==> src/rtl/jtbubl_pkg.sv <==
// Shared definitions for the Bubble Bobble / Tokio SDRAM ROM read scheduler.
//   arb_state_e       : arbiter FSM encoding (IDLE, REQ, WAIT, FILL)
//   SLOT_CNT          : number of ROM requesters sharing the SDRAM read port
//   SLOTn_OFFSET_DEF  : default SDRAM word offsets, also used by the game top-level
//   sdram_word()      : turns a 32-bit line address into a 16-bit SDRAM word address
package jtbubl_pkg;

  typedef enum logic [1:0] {
    ST_IDLE = 2'd0,
    ST_REQ  = 2'd1,
    ST_WAIT = 2'd2,
    ST_FILL = 2'd3
  } arb_state_e;

  localparam int SLOT_CNT = 5;

  // Widest requester address; the latched request address is held at this width.
  localparam int REQ_AW = 18;

  localparam logic [21:0] SLOT0_OFFSET_DEF = 22'h0_0000;
  localparam logic [21:0] SLOT1_OFFSET_DEF = 22'h1_4000;
  localparam logic [21:0] SLOT2_OFFSET_DEF = 22'h1_C000;
  localparam logic [21:0] SLOT3_OFFSET_DEF = 22'h1_8000;
  localparam logic [21:0] SLOT4_OFFSET_DEF = 22'h2_0000;

  // One cache line spans two 16-bit SDRAM words, so the line index is doubled.
  // The sum wraps at 22 bits by design.
  function automatic logic [21:0] sdram_word(input logic [21:0] offset,
                                             input logic [21:0] line_addr);
    return offset + {line_addr[20:0], 1'b0};
  endfunction

endpackage

==> src/rtl/jtbubl_romarb_line.sv <==
// One 32-bit cache line of the ROM read scheduler.
//   clk_i, rst_i      : clock, synchronous active-high reset
//   cs_i, addr_i      : requester strobe and address (byte address when DW=8,
//                       32-bit word address when DW=32)
//   clr_i             : invalidate the line
//   fill_i            : write the line from fill_addr_i / fill_data_i
//   miss_o            : request present and line does not hold it
//   ok_o, dout_o      : registered hit flag and data
module jtbubl_romarb_line #(
  parameter int AW = 18,
  parameter int DW = 8
) (
  input  logic          clk_i,
  input  logic          rst_i,
  input  logic          cs_i,
  input  logic [AW-1:0] addr_i,
  input  logic          clr_i,
  input  logic          fill_i,
  input  logic [AW-1:0] fill_addr_i,
  input  logic [31:0]   fill_data_i,
  output logic          miss_o,
  output logic          ok_o,
  output logic [DW-1:0] dout_o
);

  // Byte-wide slots tag on the line index; the gfx slot tags on the full word address.
  localparam bit BYTE_SLOT = (DW == 8);
  localparam int LSB       = BYTE_SLOT ? 2 : 0;
  localparam int TW        = AW - LSB;

  logic          valid_q;
  logic [TW-1:0] tag_q;
  logic [31:0]   data_q;
  logic          ok_q, ok_d;
  logic [DW-1:0] dout_q, dout_d;

  logic [TW-1:0] cur_tag, fill_tag;
  logic          hit_cur, fill_hit;
  logic [4:0]    sh;
  logic [31:0]   src, shifted;

  assign cur_tag  = addr_i[AW-1:LSB];
  assign fill_tag = fill_addr_i[AW-1:LSB];
  assign hit_cur  = valid_q && (tag_q == cur_tag);
  // The line being written this cycle counts as a hit so ok rises right after FILL.
  assign fill_hit = fill_i && (fill_tag == cur_tag);
  assign miss_o   = cs_i && !hit_cur;

  always_comb begin
    sh      = BYTE_SLOT ? {addr_i[1:0], 3'b000} : 5'd0;
    src     = fill_hit ? fill_data_i : data_q;
    shifted = src >> sh;
    dout_d  = shifted[DW-1:0];
    ok_d    = cs_i && ((hit_cur && !clr_i) || fill_hit);
  end

  always_ff @(posedge clk_i) begin
    if (rst_i) begin
      valid_q <= 1'b0;
      tag_q   <= '0;
      data_q  <= '0;
      ok_q    <= 1'b0;
      dout_q  <= '0;
    end else begin
      // A fill wins over an invalidate so an in-flight fetch still lands.
      if (fill_i) begin
        valid_q <= 1'b1;
        tag_q   <= fill_tag;
        data_q  <= fill_data_i;
      end else if (clr_i) begin
        valid_q <= 1'b0;
      end
      ok_q <= ok_d;
      if (ok_d) dout_q <= dout_d;
    end
  end

  assign ok_o   = ok_q;
  assign dout_o = dout_q;

endmodule

==> src/rtl/jtbubl_romarb.sv <==
// Five-slot SDRAM read scheduler: main, sub, MCU, sound and gfx ROM requesters
// share one SDRAM read port, each keeping one 32-bit cache line.
//   clk, rst                 : SDRAM clock, synchronous active-high reset
//   vblank, downloading      : video blank, ROM download in progress
//   loop_rst                 : invalidate every line
//   slotN_cs/addr/ok/dout    : requester ports, N=0..4
//   sdram_req/ack/addr       : fetch handshake towards the SDRAM controller
//   data_rdy, data_read      : returned 32-bit line
//   refresh_en               : controller may refresh
//   st_dbg                   : arbiter state, for observation
// Handshake: sdram_req is held high in REQ until the cycle sdram_ack is seen
// high; the transfer is accepted on that cycle. data_rdy is then a one-cycle
// strobe qualifying data_read, honoured only in WAIT.
// Build option JTBUBL_GFXPRIO_EN: gfx slot first while vblank is low, last during
// vblank. Undefined: fixed order slot0..slot4, vblank unused.
module jtbubl_romarb
  import jtbubl_pkg::*;
#(
  parameter int          SLOT0_AW     = 18,
  parameter int          SLOT1_AW     = 15,
  parameter int          SLOT2_AW     = 12,
  parameter int          SLOT3_AW     = 15,
  parameter int          SLOT4_AW     = 18,
  parameter logic [21:0] SLOT0_OFFSET = SLOT0_OFFSET_DEF,
  parameter logic [21:0] SLOT1_OFFSET = SLOT1_OFFSET_DEF,
  parameter logic [21:0] SLOT2_OFFSET = SLOT2_OFFSET_DEF,
  parameter logic [21:0] SLOT3_OFFSET = SLOT3_OFFSET_DEF,
  parameter logic [21:0] SLOT4_OFFSET = SLOT4_OFFSET_DEF
) (
  input  logic                clk,
  input  logic                rst,
  input  logic                vblank,
  input  logic                downloading,
  input  logic                loop_rst,
  input  logic                slot0_cs,
  input  logic                slot1_cs,
  input  logic                slot2_cs,
  input  logic                slot3_cs,
  input  logic                slot4_cs,
  input  logic [SLOT0_AW-1:0] slot0_addr,
  input  logic [SLOT1_AW-1:0] slot1_addr,
  input  logic [SLOT2_AW-1:0] slot2_addr,
  input  logic [SLOT3_AW-1:0] slot3_addr,
  input  logic [SLOT4_AW-1:0] slot4_addr,
  output logic                slot0_ok,
  output logic                slot1_ok,
  output logic                slot2_ok,
  output logic                slot3_ok,
  output logic                slot4_ok,
  output logic [7:0]          slot0_dout,
  output logic [7:0]          slot1_dout,
  output logic [7:0]          slot2_dout,
  output logic [7:0]          slot3_dout,
  output logic [31:0]         slot4_dout,
  output logic                sdram_req,
  input  logic                sdram_ack,
  input  logic                data_rdy,
  output logic [21:0]         sdram_addr,
  input  logic [31:0]         data_read,
  output logic                refresh_en,
  output logic [1:0]          st_dbg
);

  arb_state_e        st_q, st_d;
  logic [2:0]        gnt_q, gnt_d;
  logic [REQ_AW-1:0] raddr_q, raddr_d;
  logic [21:0]       saddr_q, saddr_d;
  logic [31:0]       rdata_q;

  logic [SLOT_CNT-1:0] miss, fill;
  logic                any_miss, clr;
  logic [2:0]          pick;
  logic [REQ_AW-1:0]   pick_raddr;
  logic [21:0]         pick_saddr;

  assign any_miss = |miss;
  assign clr      = downloading || loop_rst;

`ifndef JTBUBL_GFXPRIO_EN
  logic unused_vblank;
  assign unused_vblank = vblank;
`endif

  always_comb begin
    pick = 3'd4;
    for (int k = SLOT_CNT - 1; k >= 0; k--) begin
      if (miss[k]) pick = 3'(k);
    end
`ifdef JTBUBL_GFXPRIO_EN
    if (!vblank && miss[4]) pick = 3'd4;
`endif
  end

  always_comb begin
    pick_raddr = REQ_AW'(slot4_addr);
    pick_saddr = sdram_word(SLOT4_OFFSET, 22'(slot4_addr));
    case (pick)
      3'd0: begin
        pick_raddr = REQ_AW'(slot0_addr);
        pick_saddr = sdram_word(SLOT0_OFFSET, 22'(slot0_addr[SLOT0_AW-1:2]));
      end
      3'd1: begin
        pick_raddr = REQ_AW'(slot1_addr);
        pick_saddr = sdram_word(SLOT1_OFFSET, 22'(slot1_addr[SLOT1_AW-1:2]));
      end
      3'd2: begin
        pick_raddr = REQ_AW'(slot2_addr);
        pick_saddr = sdram_word(SLOT2_OFFSET, 22'(slot2_addr[SLOT2_AW-1:2]));
      end
      3'd3: begin
        pick_raddr = REQ_AW'(slot3_addr);
        pick_saddr = sdram_word(SLOT3_OFFSET, 22'(slot3_addr[SLOT3_AW-1:2]));
      end
      default: ;
    endcase
  end

  always_comb begin
    st_d    = st_q;
    gnt_d   = gnt_q;
    raddr_d = raddr_q;
    saddr_d = saddr_q;
    if (downloading) begin
      st_d = ST_IDLE;
    end else begin
      case (st_q)
        ST_IDLE: if (any_miss) begin
          gnt_d   = pick;
          raddr_d = pick_raddr;
          saddr_d = pick_saddr;
          st_d    = ST_REQ;
        end
        ST_REQ:  if (sdram_ack) st_d = ST_WAIT;
        ST_WAIT: if (data_rdy) st_d = ST_FILL;
        ST_FILL: st_d = ST_IDLE;
        default: st_d = ST_IDLE;
      endcase
    end
  end

  always_ff @(posedge clk) begin
    if (rst) begin
      st_q    <= ST_IDLE;
      gnt_q   <= '0;
      raddr_q <= '0;
      saddr_q <= '0;
      rdata_q <= '0;
    end else begin
      st_q    <= st_d;
      gnt_q   <= gnt_d;
      raddr_q <= raddr_d;
      saddr_q <= saddr_d;
      if (st_q == ST_WAIT && data_rdy) rdata_q <= data_read;
    end
  end

  // Fill is suppressed while downloading so an aborted fetch leaves no trace.
  always_comb begin
    for (int k = 0; k < SLOT_CNT; k++) begin
      fill[k] = (st_q == ST_FILL) && !downloading && (gnt_q == 3'(k));
    end
  end

  assign sdram_req  = (st_q == ST_REQ) && !downloading;
  assign sdram_addr = saddr_q;
  assign refresh_en = downloading || (st_q == ST_IDLE && !any_miss);
  assign st_dbg     = st_q;

  jtbubl_romarb_line #(.AW(SLOT0_AW), .DW(8)) u_line0 (
    .clk_i(clk), .rst_i(rst), .cs_i(slot0_cs), .addr_i(slot0_addr), .clr_i(clr),
    .fill_i(fill[0]), .fill_addr_i(raddr_q[SLOT0_AW-1:0]), .fill_data_i(rdata_q),
    .miss_o(miss[0]), .ok_o(slot0_ok), .dout_o(slot0_dout)
  );

  jtbubl_romarb_line #(.AW(SLOT1_AW), .DW(8)) u_line1 (
    .clk_i(clk), .rst_i(rst), .cs_i(slot1_cs), .addr_i(slot1_addr), .clr_i(clr),
    .fill_i(fill[1]), .fill_addr_i(raddr_q[SLOT1_AW-1:0]), .fill_data_i(rdata_q),
    .miss_o(miss[1]), .ok_o(slot1_ok), .dout_o(slot1_dout)
  );

  jtbubl_romarb_line #(.AW(SLOT2_AW), .DW(8)) u_line2 (
    .clk_i(clk), .rst_i(rst), .cs_i(slot2_cs), .addr_i(slot2_addr), .clr_i(clr),
    .fill_i(fill[2]), .fill_addr_i(raddr_q[SLOT2_AW-1:0]), .fill_data_i(rdata_q),
    .miss_o(miss[2]), .ok_o(slot2_ok), .dout_o(slot2_dout)
  );

  jtbubl_romarb_line #(.AW(SLOT3_AW), .DW(8)) u_line3 (
    .clk_i(clk), .rst_i(rst), .cs_i(slot3_cs), .addr_i(slot3_addr), .clr_i(clr),
    .fill_i(fill[3]), .fill_addr_i(raddr_q[SLOT3_AW-1:0]), .fill_data_i(rdata_q),
    .miss_o(miss[3]), .ok_o(slot3_ok), .dout_o(slot3_dout)
  );

  jtbubl_romarb_line #(.AW(SLOT4_AW), .DW(32)) u_line4 (
    .clk_i(clk), .rst_i(rst), .cs_i(slot4_cs), .addr_i(slot4_addr), .clr_i(clr),
    .fill_i(fill[4]), .fill_addr_i(raddr_q[SLOT4_AW-1:0]), .fill_data_i(rdata_q),
    .miss_o(miss[4]), .ok_o(slot4_ok), .dout_o(slot4_dout)
  );

endmodule
==> config.mk <==
export PLATFORM = sky130hd
export DESIGN_NAME = jtbubl_romarb
export DESIGN_NICKNAME = d
export VERILOG_FILES = /design/src/rtl/jtbubl_pkg.sv /design/src/rtl/jtbubl_romarb_line.sv /design/src/rtl/jtbubl_romarb.sv
export SDC_FILE = /design/constraint.sdc
export NUM_CORES = 1
export LEC_CHECK = 0
export CAP_MARGIN = 20
export CORE_ASPECT_RATIO = 0.6
export CORE_MARGIN = 2
export CORE_UTILIZATION = 44
export CTS_CLUSTER_DIAMETER = 40
export CTS_CLUSTER_SIZE = 12
export DETAILED_ROUTE_END_ITERATION = 10
export DONT_BUFFER_PORTS = 1
export SKIP_CTS_REPAIR_TIMING = 1
export SLEW_MARGIN = 5
export SYNTH_ARGS = -nofsm -noshare
export SYNTH_HDL_FRONTEND = slang
export SYNTH_SLANG_ARGS = --single-unit
==> constraint.sdc <==
create_clock -name clk -period 5.4 [get_ports clk]
set_input_delay 0.27 -clock clk [delete_from_list [all_inputs] [get_ports clk]]
set_output_delay 0.27 -clock clk [all_outputs]
set_load 0.05 [all_outputs]
==> impl_results.md, run 1 <==
- Status: finished with violations
- Failing checks: negative hold slack
- Simple logic cell fraction of the synthesized area: between 10% and 20%
- Die X: 265.5 µm
- Avg WL per Cell: 23.87 µm
- Area fraction in compound gates after synthesis: between 10% and 20%
- Most common flop cell mapped by yosys: dfxtp_1
- Peak VDD IR: 0.2130 mV
- Fin. Hold Viols: 5
- Slew margin rel.: roughly 2.9%
- Count of different cell masters after synthesis: 65
- Worst hold margin: -0.02776 ns
- Antenna violations before repair: 2
- Antenna-violating nets left: 0
- Pleak: 7.582 nW
- Antenna fix cells: 0
- FF-to-FF setup slack: 1.14 ns
- Adder-cell share of the synthesized area: less than 1%
- Core Region: approximately 40000 µm²
- CP Max Fanout: 64
- Clk pin slew, worst setup/hold paths: 0.06 ns
- Largest family of logic cells by synthesized area: simple AND/OR/NAND/NOR gates
- Hpwl dp: around 43000 µm
- Hold endpoint: raddr_q[17]
- Post-synth ARST share: 0%
- # clock sinks: 378
- Achievable Freq: 0.2349 GHz
- Final net count: 2298
- TritonCTS buffer count: 46
- Clk_lat worst skew: 0.57 ns
- Layout fillers: 3794
- Initial core utilization: 44.64%
- GP Congestion: 0.9645
- PwrDens: 320.1 nW/µm²
- Slew Limit Fails: 0
- Reg2Reg Launch Point: st_dbg[1]
- Die area: 42710 µm²
- CP Capture Type: flop
- # setup viols final: 0
- Aggregate negative setup slack: 0 ns
- Yosys warns: 0
- Multi-input logic area: around 9600 µm²
- XOR/XNOR share of the synthesized area: 6.793%
- Worst slew pin tran: between 1 and 1.5 ns
- Largest net degree at the start of global routing: 341
- Longest Clk Path Bufs: 3
- FP Rows: 57
- Vias in the first global route: 14594
- Vias post-DR: 16320
- Final min period: 4.257 ns
- Mux share of post-synthesis cell area: 9.288%
- Syn_area_per_cell: 8.179 µm²
- DRC Markers: 0
- Cells after Synth: 2207
- Post-synthesis register bit count: 378
- Crit path kind: flop to flop
- RSZ-0062 raised after global routing: false
- Area delta synth->final: 14.62%
- Skew final: between 0.02 and 0.025 ns
- Post-synth EDFFs: 0
- Hold path startpoint: slot4_addr[17]
- CTS H-tree depth: 2
- Post-route insts no fill: 2735
- Post-synthesis cell area: roughly 18000 µm²
- Drt first pass iters: 6
- Worst Reg2Reg Path Length in Cells: 11
- Layout cells sized above 1: around 7.5%
- Global-route wire length before repair: 94100 µm
- CTS tree: built
- Die Height: 160.9 µm
- Sequential element share of the synthesized area: 41.92%
- Critical path startpoint category: flop
- Arr. time, crit path: 4.71 ns
- Hold path cells: 2
- Storage cell area: ~7600 µm²
- Placed Cells: 2566
- GRT overflow: 0
- Hold/Removal Path Class: primary input to flop
- Root Driver: clkbuf_16
- GR Util All Layers: 28.87%
- Worst path required time: around 5.9 ns
- Tcrit/Tclk final: between 70% and 80%
- Via density: 5.967
- Max cap viols: 0
- Initial DRC count: 1824
- Wirelength, routed: 65290 µm
- R2r endpoint: u_line4.dout_o[20]
- Port Buffers: 0
- I/O pin total: 217
synthesized netlist by cell type, types with 25 or more instances:
| library cell | number | area (µm²) |
|---|---|---|
| dfxtp_1 | 378 | 7567 |
| o21ai_0 | 46 | 230.2 |
| nand4_1 | 25 | 156.4 |
| xor2_1 | 82 | 718.2 |
| buf_2 | 26 | 130.1 |
| a21oi_1 | 286 | 1431 |
| nor2_1 | 66 | 247.7 |
| nor4_1 | 26 | 162.7 |
| clkbuf_1 | 173 | 649.4 |
| xnor2_1 | 58 | 508.0 |
| a211oi_1 | 42 | 315.3 |
| nand2_1 | 609 | 2286 |
| mux2i_1 | 82 | 820.8 |
how the worst max path moves through the flow:
stage / startpoint / endpoint / slack [ns]
final: st_dbg[1] / u_line4.dout_o[20] / 1.14
after global routing: st_dbg[1] / u_line4.dout_o[18] / 0.94
after CTS: st_dbg[1] / u_line4.dout_o[20] / 1.15
after detailed placement: st_dbg[1] / u_line4.dout_o[20] / 1.19
after global placement: st_dbg[1] / u_line4.dout_o[18] / 1.29
after floorplan: st_dbg[1] / u_line2.dout_o[0] / 2.14
cell families (layout without fill, tap and decap cells):
group,count (synthesis),after routing
compound gates,522,522
xor+xnor,140,140
fa+ha+maj,5,5
buf+inv,223,218
flops,378,378
mux,122,122
other cells,1,3
simple gates,816,816
layer usage:
layer	part of all wire, %	GRT usage, %
met5	0.020	0
met1	47	43.92
met3	10	7.835
met4	1.9	6.934
met2	41	39.87
where the power goes:
part	internal, W	switching (W)	leakage [nW]
logic	0.000179	0.000274	3.76
clock network	0.00195	0.00129	0.765
registers	0.00282	0.000109	3.05
total	0.00495	0.00168	7.58
cell usage in the layout, fill, tap and decap left out, types with 20 or more instances in the layout:
cell type	n
nand2_1	609
o21ai_0	46
nor2_1	64
xnor2_1	58
dfxtp_1	378
dlygate4sd3_1	84
mux2i_1	82
buf_4	36
clkbuf_16	46
mux4_2	20
xor2_1	82
a211oi_1	42
nand3_1	22
a21oi_1	286
nor4_1	26
nand4_1	25
layout make-up:
type | instances | share of cell area (%)
multi-input combinational | 1608 | 46.54
sequential | 378 | 36.57
timing repair buffer | 125 | 5.854
inverter | 12 | 0.2177
clock buffer | 58 | 6.072
clock inverter | 23 | 1.530
tap | 531 | 3.211
metrics by stage:
stage / hold WS [ns] / util (%) / setup slack (ns) / power (W) / area, µm²
after floorplan: 0.4060 / - / 2.140 / 0.003253 / 18060
after global placement: 0.3688 / 44.95 / 1.290 / 0.003318 / 18180
after detailed placement: 0.3648 / 45.02 / 1.186 / 0.003324 / 18200
after CTS: -0.2372 / 48.91 / 1.153 / 0.006541 / 19780
after global routing: 0.004152 / 51.16 / 0.9410 / 0.006827 / 20690
final: -0.02776 / 51.16 / 1.143 / 0.006622 / 20690
registers in the layout, indices dropped and copies added, names as in the netlist, 16 cells and up:
register        cells
raddr_q            18
u_line4.data_q     32
sdram_addr         19
u_line4.tag_q      18
u_line0.tag_q      16
u_line0.data_q     32
u_line3.data_q     32
u_line4.dout_o     32
rdata_q            32
u_line1.data_q     32
u_line2.data_q     32
worst max-delay path: stages (launching register included):
cell and delay [ns]:
dfxtp_1 0.71, ha_1 0.34, or3b_1 0.57, or3b_2 0.51
buf_4 0.31, nor2_4 0.21, nand3_4 0.06, buf_4 0.32
a21oi_4 0.18, buf_4 0.51, nor2_1 0.08, a211oi_1 0.27
Note: power is estimated with default switching activity, not from simulation.
==> inputs of run 2 (changes only) <==
clock period = 3.7 ns   (was 5.4 ns; I/O delays follow)
==> run 2 against run 1 <==
Compared with the run above: wire length is 4.6% higher; the flow still finishes with violations (negative hold slack); flip-flop and latch count stayed put; die area stayed put; design area is 6.1% higher; sequential share of layout area is 2.1 points lower; clock power is 30% higher; non-clock buffer count is 153 higher; worst setup slack worse by 1.1 ns; core utilization is 3.1 points higher; worst hold slack better by 0.010 ns; first-iteration DRC count is 0.44% higher; via count is 3.9% higher.
==> impl_results.md, run 2 (synthesized netlist as in run 1, its figures left out) <==
- Slew Limit Fails: 0
- Port Buffers: 0
- GP Congestion: 0.9745
- Failing checks: negative hold slack
- Clk_lat worst skew: 0.55 ns
- PwrDens: 419.0 nW/µm²
- Longest Clk Path Bufs: 3
- Skew final: 0.01975 ns
- Antenna-violating nets left: 0
- GR Util All Layers: between 20% and 30%
- Die X: about 270 µm
- Worst-path cell chain: xor2_1, nor4_2, a31oi_1, o21bai_1, o41a_2, buf_12, o21ai_0, a41oi_1, dlygate4sd3_1
- Avg WL per Cell: ~24 µm
- P_int: 0.006855 W
- Root Driver: clkbuf_16
- Largest net degree at the start of global routing: 341
- FF-to-FF setup slack: 0.03 ns
- Peak VDD IR: 0.3138 mV
- Area delta synth->final: 21.64%
- Core Region: 40440 µm²
- DP Worst Slack: between 0.5 and 0.6 ns
- FP Rows: 57
- Hold/Removal Path Class: primary input to flop
- Drt first pass iters: 6
- CP delay by family, top: compound AO/OA/AOI/OAI gates
- Initial core utilization: 44.64%
- Slew margin rel.: approximately 30%
- Pleak: about 8.5 nW
- Global-route wire length before repair: around 94000 µm
- Layout cells sized above 1: 7.335%
- Final net count: 2449
- Worst hold margin: -0.01774 ns
- Wire length on met1: 31570 µm
- Net Switching: about 0.0023 W
- CP Capture Type: flop
- Clock group share of total power: 45.9%
- DRC Markers: 0
- Final min period: 3.675 ns
- Tcrit/Tclk final: 99.32%
- Net Sw Frac: approximately 25%
- Crit path largest cell delay: 0.77 ns
- Via density: 5.893
- Register share of total power: 46.5%
- Commonest non-fill, non-tap cell in the layout: nand2_1
- Arr. time, crit path: 4.10 ns
- Initial DRC count: 1832
- Die Height: between 150 and 200 µm
- Most frequent cells in the layout: nand2_1, dfxtp_1, a21oi_1, dlygate4sd3_1
- Final WS setup: 0.02506 ns
- CP Max Fanout: 38
- Fin. Hold Viols: 7
- Hpwl dp: 44890 µm
- Worst slew pin tran: 1.051 ns
- CTS H-tree depth: 2
- Achievable Freq: between 0.2 and 0.3 GHz
- Crit path kind: flop to flop
- Crit path buf inv count: 2
- Max cap viols: 0
- Top sig layer: met5
- # setup viols final: 0
- CTS tree: built
- Critical path startpoint category: flop
- Vias in the first global route: 14284
- Routed wl met2: 27280 µm
- Clk pin slew, worst setup/hold paths: 0.06 ns
- Final cell utilization of the core: 54.30%
- Status: finished with violations
- # clock sinks: 378
- Antenna violations before repair: 1
- I/O pin total: 217
- Placed instance area: 18350 µm²
- TritonCTS buffer count: 44
- Wirelength, routed: 68290 µm
- Vias post-DR: 16961
- Worst path required time: 4.13 ns
- Design area: about 22000 µm²
- Gate power share: 7.6%
- Met3 wire len: just under 8000 µm
- GRT overflow: 0
- Die area: between 40000 and 50000 µm²
- Slowest stage cell, crit path: o41a_2
-- run 2: per-layer routing --
metal	vias up	global-route usage [%]
met3	114	10.35
met2	795	38.52
met1	8206	44.56
met4	2	6.497
li1	7844	-
met5	-	0.4505
-- run 2: worst reg2reg max path, cell delays in order (launching register included) --
cell and delay [ns]:
dfxtp_1 0.32, xor2_1 0.16, nor4_2 0.46, a31oi_1 0.37
o21bai_1 0.34, o41a_2 0.77, buf_12 0.28, o21ai_0 0.17
a41oi_1 0.08, dlygate4sd3_1 0.61
-- run 2: metrics by stage --
step | TNS (ns) | cells | total power (W)
CTS | -0.01660 | 2654 | 0.009067
detailed placement | 0 | 2585 | 0.004876
floorplan | 0 | 2209 | 0.004748
global route | -0.02565 | 2876 | 0.009480
finish | 0 | 2878 | 0.009200
global placement | 0 | 2585 | 0.004877
-- run 2: final timing paths --
path                                         start                  to  depth (start not counted)
worst min register to register  u_line4.data_q[28]  u_line4.data_q[28]                          2
worst min-delay path                slot0_addr[10]         raddr_q[10]                          2
worst max register to register    u_line2.tag_q[0]       sdram_addr[6]                          9
worst max-delay path              u_line2.tag_q[0]       sdram_addr[6]                          9
-- run 2: final cells by class --
class                           instances  area (µm²)
Timing Repair Buffer                  278        2698
Sequential cell                       378        7567
Clock buffer                           54        1200
Fill cell                            3718       18480
Clock inverter                         15       153.9
Antenna cell                            2       5.005
Inverter                               12       45.04
Tap cell                              531       664.4
Multi-Input combinational cell       1608        9624
-- run 2: power by group through the flow --
stage	Clock [W]	Combinational (W)	Sequential (W)
finish	0.00422	0.000697	0.00428
global route	0.00446	0.000737	0.00428
CTS	0.00428	0.000515	0.00427
detailed placement	0	0.000513	0.00436
global placement	0	0.000514	0.00436
floorplan	0	0.000452	0.00430
==> inputs of run 3 (changes only) <==
clock period = 3.8 ns   (was 3.7 ns; I/O delays follow)
==> run 3 against run 2 <==
Compared with the run above: the run still ends with negative hold slack left; critical endpoint is now refresh_en; highest routed layer is now met4; clock power shrank 1%; via count is essentially flat; combinational power shrank 3.0%; largest power group is now the clock network; design area shrank 0.67%.
==> impl_results.md, run 3 (synthesized netlist as in run 1, its figures left out) <==
- Tcrit/Tclk final: 97.97%
- CP Max Fanout: 21
- Largest net degree at the start of global routing: about 340
- Port Buffers: 0
- Pleak: ~8.4 nW
- Die Height: 160.9 µm
- Storage cell area: 7567 µm²
- Core Region: 40440 µm²
- Skew final: between 0.015 and 0.02 ns
- Slew Limit Fails: 0
- GRT overflow: 0
- Routed wl met2: 27840 µm
- GP Congestion: 0.9581
- Vias post-DR: 16966
- TritonCTS buffer count: 44
- Drt first pass iters: 6
- Worst-path cell chain: xor2_1, nor4_1, nand4_1, o21a_1, buf_4, nor4_1, a21o_1
- Worst path required time: 3.61 ns
- GR Util All Layers: 28.68%
- Aggregate negative setup slack: 0 ns
- Layout fillers: between 3000 and 4000
- # clock sinks: 378
- Root Driver: clkbuf_16
- I/O pin total: 217
- Max cap viols: 0
- Commonest non-fill, non-tap cell in the layout: nand2_1
- FP Rows: 57
- Die area: 42710 µm²
- Worst hold margin: -0.03835 ns
- Antenna violations before repair: 3
- # setup viols final: 0
- Vias in the first global route: 14280
- Via density: 5.930
- Fin. Hold Viols: 8
- Post-route insts no fill: 2861
- Hpwl dp: ~44000 µm
- Final cell utilization of the core: 53.93%
- Area delta synth->final: 20.82%
- Layout cells sized above 1: 7.385%
- Achievable Freq: 0.2686 GHz
- Global-route wire length before repair: between 90000 and 100000 µm
- Hold/Removal Path Class: primary input to flop
- Critical path startpoint category: flop
- CP dominant cell by count: nor4_1
- Clk pin slew, worst setup/hold paths: 0.06 ns
- Placed Cells: roughly 2600
- Final min period: about 3.7 ns
- Worst slew pin tran: approximately 1.0 ns
- DRC Markers: 0
- CP Capture Type: primary output
- Antenna-violating nets left: 0
- Top sig layer: met4
- CTS tree: built
- Longest Clk Path Bufs: 3
- RSZ-0062 raised after global routing: false
- Crit path kind: flop to primary output
- Met3 wire len: 7671 µm
- FF-to-FF setup slack: around 0.13 ns
- Wire length on met1: around 30000 µm
- Die X: 265.5 µm
- Final net count: 2429
- Initial DRC count: between 2000 and 2500
- Peak VDD IR: between 0.2 and 0.3 mV
- Clk_lat worst skew: 0.56 ns
- Arr. time, crit path: 3.53 ns
- Initial core utilization: 44.64%
- Slowest stage cell, crit path: nor4_1
- PwrDens: 413.1 nW/µm²
- Status: finished with violations
- Slew margin rel.: 30.95%
- Wirelength, routed: 67000 µm
- Failing checks: negative hold slack
- Avg WL per Cell: 23.42 µm
- CTS H-tree depth: 2
- Most frequent cells in the layout: nand2_1, dfxtp_1, a21oi_1, dlygate4sd3_1
- Crit path largest cell delay: 0.60 ns
- Multi-input logic area: 9618 µm²
run 3: cell count changes in the layout (fill, tap and decap cells not counted):
| cell | previous run | this run |
|---|---|---|
| diode_2 | 2 | 1 |
| dlygate4sd3_1 | 221 | 203 |
| clkbuf_1 | 5 | 6 |
| nor4_2 | 2 | 1 |
| inv_8 | 1 | 0 |
| clkinv_4 | 1 | 3 |
| inv_6 | 3 | 5 |
| buf_16 | 1 | 2 |
| buf_4 | 53 | 50 |
| nor4_1 | 25 | 26 |
| clkbuf_8 | 4 | 5 |
| clkinv_2 | 5 | 4 |
run 3: area by class of cell:
cell class | count | share of cell area, %
clock inverter | 17 | 0.7917
inverter | 12 | 0.2065
antenna | 1 | 0.01147
sequential | 378 | 34.70
multi-input combinational | 1608 | 44.10
clock buffer | 56 | 5.582
tap | 531 | 3.046
timing repair buffer | 258 | 11.57
run 3: final timing paths:
check,startpoint,end,depth (start not counted)
max,u_line0.tag_q[7],refresh_en,7
min,slot1_addr[1],u_line1.dout_o[1],3
max reg2reg,u_line2.tag_q[0],raddr_q[12],9
min reg2reg,u_line3.data_q[21],u_line3.data_q[21],2
run 3: power breakdown:
part           internal, W  switching (W)  leakage, nW  total [W]
clock              0.00241        0.00177        0.677    0.00417
sequential         0.00401       0.000154         3.05    0.00416
combinational     0.000298       0.000378         4.62   0.000676
run 3: per-layer routing:
metal / GRT usage (%) / vias to the layer above
met5: 0 / -
met4: 5.958 / 0
met3: 8.494 / 100
met2: 39.15 / 867
met1: 43.89 / 8189
li1: - / 7810
run 3: metrics by stage:
stage | cell area [µm²] | worst slack [ns] | total power, W
after global routing | 21810 | 0.008358 | 0.009266
final | 21810 | 0.07730 | 0.009009
after global placement | 18310 | 0.7496 | 0.004727
after detailed placement | 18340 | 0.7329 | 0.004733
after floorplan | 18060 | 0.5401 | 0.004623
after CTS | 19730 | 0.1541 | 0.008874
run 3: critical path, delay by kind of cell, from the launching register on:
family,cells,cell delay (ns)
flops,1,0.32
buf+inv,1,0.24
xor+xnor,1,0.16
compound gates,2,0.80
simple gates,3,1.45
